`src/rtl/hex_disp_pkg.sv`:
```
// Shared types and constants for the hex/BCD counter display.
// Segment encodings are active-low, bit6=g .. bit0=a.
`timescale 1ps/1ps
package hex_disp_pkg;

  typedef logic [6:0] seg_t;

  localparam seg_t SEG_ZERO = 7'h40;

  // Indexed by digit value; concatenation runs from F down to 0.
  localparam logic [15:0][6:0] SEG_TABLE = {
    7'h0E, 7'h06, 7'h21, 7'h46, 7'h03, 7'h08, 7'h10, 7'h00,
    7'h78, 7'h02, 7'h12, 7'h19, 7'h30, 7'h24, 7'h79, 7'h40
  };

endpackage

```
`src/rtl/seg7_decode.sv`:
```
// Combinational 4-bit digit to active-low seven-segment pattern.
`timescale 1ps/1ps
module seg7_decode
  import hex_disp_pkg::*;
(
  input  logic [3:0] digit,
  output seg_t       seg
);

  assign seg = SEG_TABLE[digit];

endmodule

```
`src/rtl/hex_counter_display.sv`:
```
// Multi-digit hex/BCD up/down counter with prescaler, snapshot register
// and registered seven-segment outputs.
`timescale 1ps/1ps
module hex_counter_display
  import hex_disp_pkg::*;
#(
  parameter int NUM_DIGITS = 6,
  parameter int TICK_DIV   = 5
) (
  input  logic                   clock,
  input  logic                   resetN,
  input  logic                   en,
  input  logic                   up,
  input  logic                   bcd_mode,
  input  logic                   clear,
  input  logic                   snap,
  input  logic                   disp_sel,
  output seg_t [NUM_DIGITS-1:0]  hex,
  output logic                   tick,
  output logic                   wrap
);

  localparam int CW = 4 * NUM_DIGITS;
  localparam int PW = (TICK_DIV > 2) ? $clog2(TICK_DIV) : 1;
  localparam logic [PW-1:0] PRE_MAX = PW'(TICK_DIV - 1);

  logic [PW-1:0]          presc;
  logic [CW-1:0]          count;
  logic [CW-1:0]          snapshot;
  logic [CW-1:0]          count_next;
  logic [CW-1:0]          disp_src;
  logic [3:0]             dig;
  logic                   carry;
  logic                   step;
  seg_t [NUM_DIGITS-1:0]  seg_dec;

  assign step = en && (presc == PRE_MAX);

  // Ripple carry/borrow; carry ends up as the whole-count wrap indication.
  always_comb begin
    count_next = count;
    carry      = 1'b1;
    dig        = 4'h0;
    for (int i = 0; i < NUM_DIGITS; i++) begin
      dig = count[4*i +: 4];
      if (carry) begin
        if (up) begin
          if ((bcd_mode && dig >= 4'd9) || (!bcd_mode && dig == 4'hF)) begin
            count_next[4*i +: 4] = 4'h0;
            carry                = 1'b1;
          end else begin
            count_next[4*i +: 4] = dig + 4'h1;
            carry                = 1'b0;
          end
        end else begin
          if (dig == 4'h0) begin
            count_next[4*i +: 4] = bcd_mode ? 4'h9 : 4'hF;
            carry                = 1'b1;
          end else if (bcd_mode && dig > 4'd9) begin
            count_next[4*i +: 4] = 4'h9;
            carry                = 1'b0;
          end else begin
            count_next[4*i +: 4] = dig - 4'h1;
            carry                = 1'b0;
          end
        end
      end
    end
  end

  assign disp_src = disp_sel ? snapshot : count;

  for (genvar g = 0; g < NUM_DIGITS; g++) begin : g_dec
    seg7_decode u_dec (
      .digit (disp_src[4*g +: 4]),
      .seg   (seg_dec[g])
    );
  end

  always_ff @(posedge clock or negedge resetN) begin
    if (!resetN) begin
      presc    <= '0;
      count    <= '0;
      snapshot <= '0;
      tick     <= 1'b0;
      wrap     <= 1'b0;
      hex      <= {NUM_DIGITS{SEG_ZERO}};
    end else begin
      tick <= 1'b0;
      wrap <= 1'b0;
      if (snap) snapshot <= count;
      if (clear) begin
        count <= '0;
        presc <= '0;
      end else if (en) begin
        if (step) begin
          presc <= '0;
          count <= count_next;
          tick  <= 1'b1;
          wrap  <= carry;
        end else begin
          presc <= presc + 1'b1;
        end
      end
      hex <= seg_dec;
    end
  end

endmodule

```
`config.mk`:
```
export PLATFORM = sky130hd
export DESIGN_NAME = hex_counter_display
export DESIGN_NICKNAME = d
export VERILOG_FILES = /design/src/rtl/hex_disp_pkg.sv /design/src/rtl/seg7_decode.sv /design/src/rtl/hex_counter_display.sv
export SDC_FILE = /design/constraint.sdc
export NUM_CORES = 1
export LEC_CHECK = 0
export ABC_AREA = 1
export CAP_MARGIN = 5
export CORE_MARGIN = 3
export CORE_UTILIZATION = 59
export CTS_CLUSTER_SIZE = 28
export DETAILED_ROUTE_END_ITERATION = 8
export HOLD_SLACK_MARGIN = 0.05
export PLACE_DENSITY = 0.92
export SLEW_MARGIN = 20
export SYNTH_ARGS = -nofsm -noshare
export SYNTH_HDL_FRONTEND = slang
export SYNTH_SLANG_ARGS = --single-unit
```
`constraint.sdc`:
```
create_clock -name clock -period 2.3 [get_ports clock]
set_input_delay 0.575 -clock clock [delete_from_list [all_inputs] [get_ports clock]]
set_output_delay 0.575 -clock clock [all_outputs]
set_load 0.02 [all_outputs]
```
Word-level counts from Yosys, hierarchy flattened
Memory sizes are Yosys's and may differ from the RTL's. A register that Yosys moved wholly into a read port is not among the register bits.
Index checks and enable logic that the tools add are counted.

word-level totals
  register bits = 53
  memory bits (read-only) = 672
  input bits = 8
  output and inout bits = 44
  logic and storage cells = 165
  memories = 6

operators by class
  $add $sub $neg = 13
  magnitude comparators = 12
  equal/unequal tests = 7
  multiplexer cells = 66
  reduce and logical (&&, ||, !) cells = 51

memory list
  name              depth  width  read ports  clocked after Yosys merged registers in  wr ports  line               text
  (name not given)  16     7      1           1                                        0         seg7_decode.sv:10  assign seg = SEG_TABLE[digit];
  (name not given)  16     7      1           1                                        0         seg7_decode.sv:10
  (name not given)  16     7      1           1                                        0         seg7_decode.sv:10
  (name not given)  16     7      1           1                                        0         seg7_decode.sv:10
  (name not given)  16     7      1           1                                        0         seg7_decode.sv:10
  (name not given)  16     7      1           1                                        0         seg7_decode.sv:10

operators with widths
  cell                   count
  $mux W4                29
  $mux W24               4
  $mux W1                29
  $add A4 B1 Y4 const B  6
  $eq A4 B4 Y1 const B   6
  $ge A4 B4 Y1 const B   6
  $gt A4 B4 Y1 const B   6
  $logic_not A4 Y1       6
  $sub A4 B1 Y4 const B  6
  $logic_and A1 B1 Y1    19
  $reduce_and A3 Y1      5
  $reduce_bool A2 Y1     7
  $mux W3                4
  $logic_not A1 Y1       7
  $logic_or A1 B1 Y1     6
  $add A3 B1 Y3 const B  1
  $eq A3 B3 Y1 const B   1
  $reduce_and A2 Y1      1

Depth between registers and ports, before layout
Gate-level depths: netlist of run 1.

  word-level depth = 13
  depth in mapped cells = 13
  mapped depth without buffers = 13

By module
A second synthesis of run 1 with hierarchy kept.

unflattened totals
  cell total of the unflattened synthesis = 838
  area total of the unflattened synthesis = 6443.7 µm²

by module, submodules not included
  module               times used  cells an instance  area each (µm²)  seq. area each (µm²)
  hex_counter_display  1           544                4799.6           2384.8
  seg7_decode          6           49                 274.0            0.0

Least setup slack after synthesis of run 1
OpenSTA, ideal clock, no wires.

  path kind = input-to-reg
  start point = input disp_sel
  end point = register hex[3] (netlist bit)
  setup time = 0.130 ns
  arrival time = 2.109 ns
  data required time = 2.170 ns
  path slack = 0.061 ns
  cell stages on the path = 11
  path buffers = 2
  cells stage by stage = buf_4 > buf_2 > o21ai_0 > inv_1 > ha_1 > inv_1 > nor2_1 > inv_1 > a21oi_1 > nor2_1 > o21ai_0

between the ends
  cells in the longest elaborated chain, start to end = 1

ends and longest elaborated chain
  element          line                       text
  start, declared  hex_counter_display.sv:17  input logic disp_sel,
  $mux W24         hex_counter_display.sv:71  assign disp_src = disp_sel ? snapshot : count;
  end, declared    hex_counter_display.sv:18  output seg_t [NUM_DIGITS-1:0] hex,

Every way passes these cells.
A chain may end at the register's enable or synchronous reset.

Worst setup path after layout of run 1
Ends and elaborated chain as after synthesis.

==> results of run 1 <==
-- registers in the layout, indices dropped and copies added, names as in the netlist --
signal / flops
presc: 3
count: 24
tick: 1
snapshot: 24
wrap: 1
hex: 42
-- area by class of cell --
class / instances / area (um2) / share of cell area [%]
inverter: 102 / 388 / 5.20
clock inverter: 4 / 27.5 / 0.369
timing repair buffer: 102 / 928 / 12.4
multi-input combinational: 607 / 3410 / 45.8
sequential: 95 / 2380 / 32.0
clock buffer: 12 / 145 / 1.95
tap: 136 / 170 / 2.28
-- timing repair --
| action | in CTS | in global routing |
|---|---|---|
| endpoints found under the setup margin | 0 | 18 |
| hold buffers | 0 | 0 |
| resized for setup | 0 | 8 |
-- cells by family after synthesis --
logic type	synth area share, %
AO/OA/AOI/OAI	13.9
XOR/XNOR	2.62
adder cells (fa/ha/maj)	11.6
buffers and inverters	8.80
flip-flops	37.5
AND/OR/NAND/NOR	25.5
-- stage by stage --
stage | hold slack, ps | power [W] | setup slack, ps | setup TNS, ps
6_report | 240 | 0.00423 | 184 | 0
5_1_grt | 299 | 0.00448 | 6.11 | 0
4_1_cts | 273 | 0.00425 | 58.3 | 0
3_5_place_dp | 515 | 0.00323 | -335 | -6590
3_3_place_gp | 502 | 0.00318 | -200 | -2800
2_1_floorplan | 279 | 0.00273 | 60.6 | 0
-- worst max-delay path, stage by stage --
cell and delay, ps:
clkdlybuf4s50_1 440, buf_12 180, o21ai_0 410, inv_1 150
ha_1 210, inv_1 60, nor2_1 60, inv_1 50
a21oi_1 50, nor2_1 80, o21ai_0 80
-- synthesized netlist by cell type, drive strengths merged, types with 3 or more instances --
master and instances:
xor2 12, dfrtp 89, nand3 89, ha 59
inv 100, o211ai 3, nand4 4, buf 20
a21oi 19, dfstp 6, nor3 4, o21ai 114
nor2 54, o221ai 4, or2 3, o22ai 9
nand2 213, xnor2 7, clkbuf 9
-- power by group through the flow --
stage	clock, W	combinational, W	sequential (W)
5_1_grt	0.00110	0.00144	0.00195
4_1_cts	0.00105	0.00128	0.00193
3_3_place_gp	0	0.00122	0.00195
3_5_place_dp	0	0.00127	0.00196
6_report	0.00102	0.00128	0.00193
2_1_floorplan	0	0.000675	0.00206
-- how the worst max path moves through the flow --
stage	end	cells past startpoint
2_1_floorplan	hex[3]$_DFF_PN0_	11
3_3_place_gp	hex[17]$_DFF_PN0_	11
3_5_place_dp	hex[17]$_DFF_PN0_	11
4_1_cts	hex[17]$_DFF_PN0_	11
5_1_grt	hex[3]$_DFF_PN0_	11
6_report	hex[3]$_DFF_PN0_	11
-- layer usage --
metal / wire length [um] / share of wire, %
met1: 6070 / 46
met2: 6400 / 48
met3: 668 / 5.0
met4: 165 / 1.2
met5: 0 / 0
==> results_dict.tcl, run 1 <==
set metrics [dict create \
    grt-busiest-layer "met2" \
    placed_area_um2 7280 \
    r2r-end "wrap$_DFF_PN0_" \
    stdcell_count 1058 \
    num_antenna_cells 0 \
    fp-row-count 37 \
    fin_crit_ps 2120 \
    finalMaxSlewViolations 0 \
    worstSkewPairLatency_ps 370 \
    routed_wl_mm 13.3 \
    synth_fp_nets 900 \
    startpoint_type "primary input" \
    worst_clock_skew_ps 9.07 \
    grt_use_met3_pct 3.41 \
    layout_common_cells "nand2_1, o21ai_0, inv_1" \
    internal_power_w 0.00279 \
    fp.coreArea_um2 10400 \
    reg2reg_depth 11 \
    worstHoldPathType "in2async" \
    dieArea_um2 12100 \
    grt_max_degree 96 \
    cts-buffers-inserted 9 \
    worstPathArrival_ps 2360 \
    firstDrtPassIters 6 \
    grt_pass1_wl_mm 23.2 \
    ant_nets 0 \
    final_common_cell "nand2_1" \
    cts_root_buffer "clkbuf_8" \
    setup_viol 0 \
    stdcell_area_um2 7460 \
    path_max_fanout 31 \
    grt.overflow.total 0 \
    grt_pass1_vias 5278 \
    synth_area_um2 6360 \
    status "finished clean" \
    vias 5714 \
    synth_ff_type "dfrtp_1" \
    port-buffer-count 51 \
    finalCritPeriodShare_pct 92.0 \
    post-route-util_pct 71.6 \
    postSynth.asyncResetShare_pct 100 \
    path_clk_slew_ps 90 \
    worst_pin_slew_ps 486 \
    antenna_found_initial 0 \
    synth.top_cell.area_share_pct 35.0 \
    synth_area_leaders "dfrtp_1, nand2_1, ha_1" \
    yosys.area.top_type "dfrtp_1" \
    critPathRequiredTime_ps 2550 \
    grt_use_met2_pct 39.1 \
    syn-mean-instance-area_um2 7.63 \
    die_x_um 110 \
    ys_ff_latch 95 \
    cts_setup_buffers 0 \
    die_h_um 110 \
    hpwlAfterDp_mm 9.87 \
    syn_to_final_growth_pct 17.3 \
    critPathLaunch "disp_sel" \
    regToRegStartpoint "count[8]$_DFFE_PN0P_" \
    grt_usage_pct 23.6 \
    gp_congestion 0.893 \
    ys_seq_area_share_pct 37.5 \
    synth_cell_types 42 \
    p_comb_share_pct 30.3 \
    vias_per_cell 5.40 \
    maxSlewHeadroom_pct 67.3 \
    vdd_ir_drop_max_mv 0.316 \
    ys_warn_count 0 \
    cts_sinks 95 \
    dpl.cell_count 1042 \
    leakagePower_nw 3.78 \
    synth_edf_count 0 \
    drive_gt1_share_pct 11.3 \
    cts_tree "yes" \
    path_class "in2reg" \
    rsz0062_at_grt "no" \
    max_freq_ghz 0.473 \
    end_kind "flip-flop" \
    power_frac_seq_pct 45.6 \
    syn_inst 833 \
    hold_viol 0 \
    fin_nets 984 \
    gr-usage-met1_pct 32.6 \
    fillers 772 \
    r2r_slack_ps 260 \
    clkPwrFrac_pct 24.2 \
    drtIter0Drc 507 \
    p_switching_w 0.00144 \
    maxCapViolCount 0 \
    clk_path_buf_depth 2 \
    switching_share_pct 34.0 \
    p_per_area_nw_per_um2 568 \
    htreeDepth 3 \
    start_util_pct 61.0 \
    drc 0 \
    ios 52 \
    wl_per_cell_um 12.6 \
]
No activity file was read; power rests on OpenSTA's default activity.
==> run 2, diff against run 1 <==
--- a/config.mk
+++ b/config.mk
@@ -9,7 +9,7 @@
 export CAP_MARGIN = 5
 export CORE_MARGIN = 3
 export CORE_UTILIZATION = 59
-export CTS_CLUSTER_SIZE = 28
+export CTS_CLUSTER_SIZE = 30
 export DETAILED_ROUTE_END_ITERATION = 8
 export HOLD_SLACK_MARGIN = 0.05
 export PLACE_DENSITY = 0.92
==> results of run 2 <==
Same layout as run 1: the final DEF is identical, and so are final timing and power.
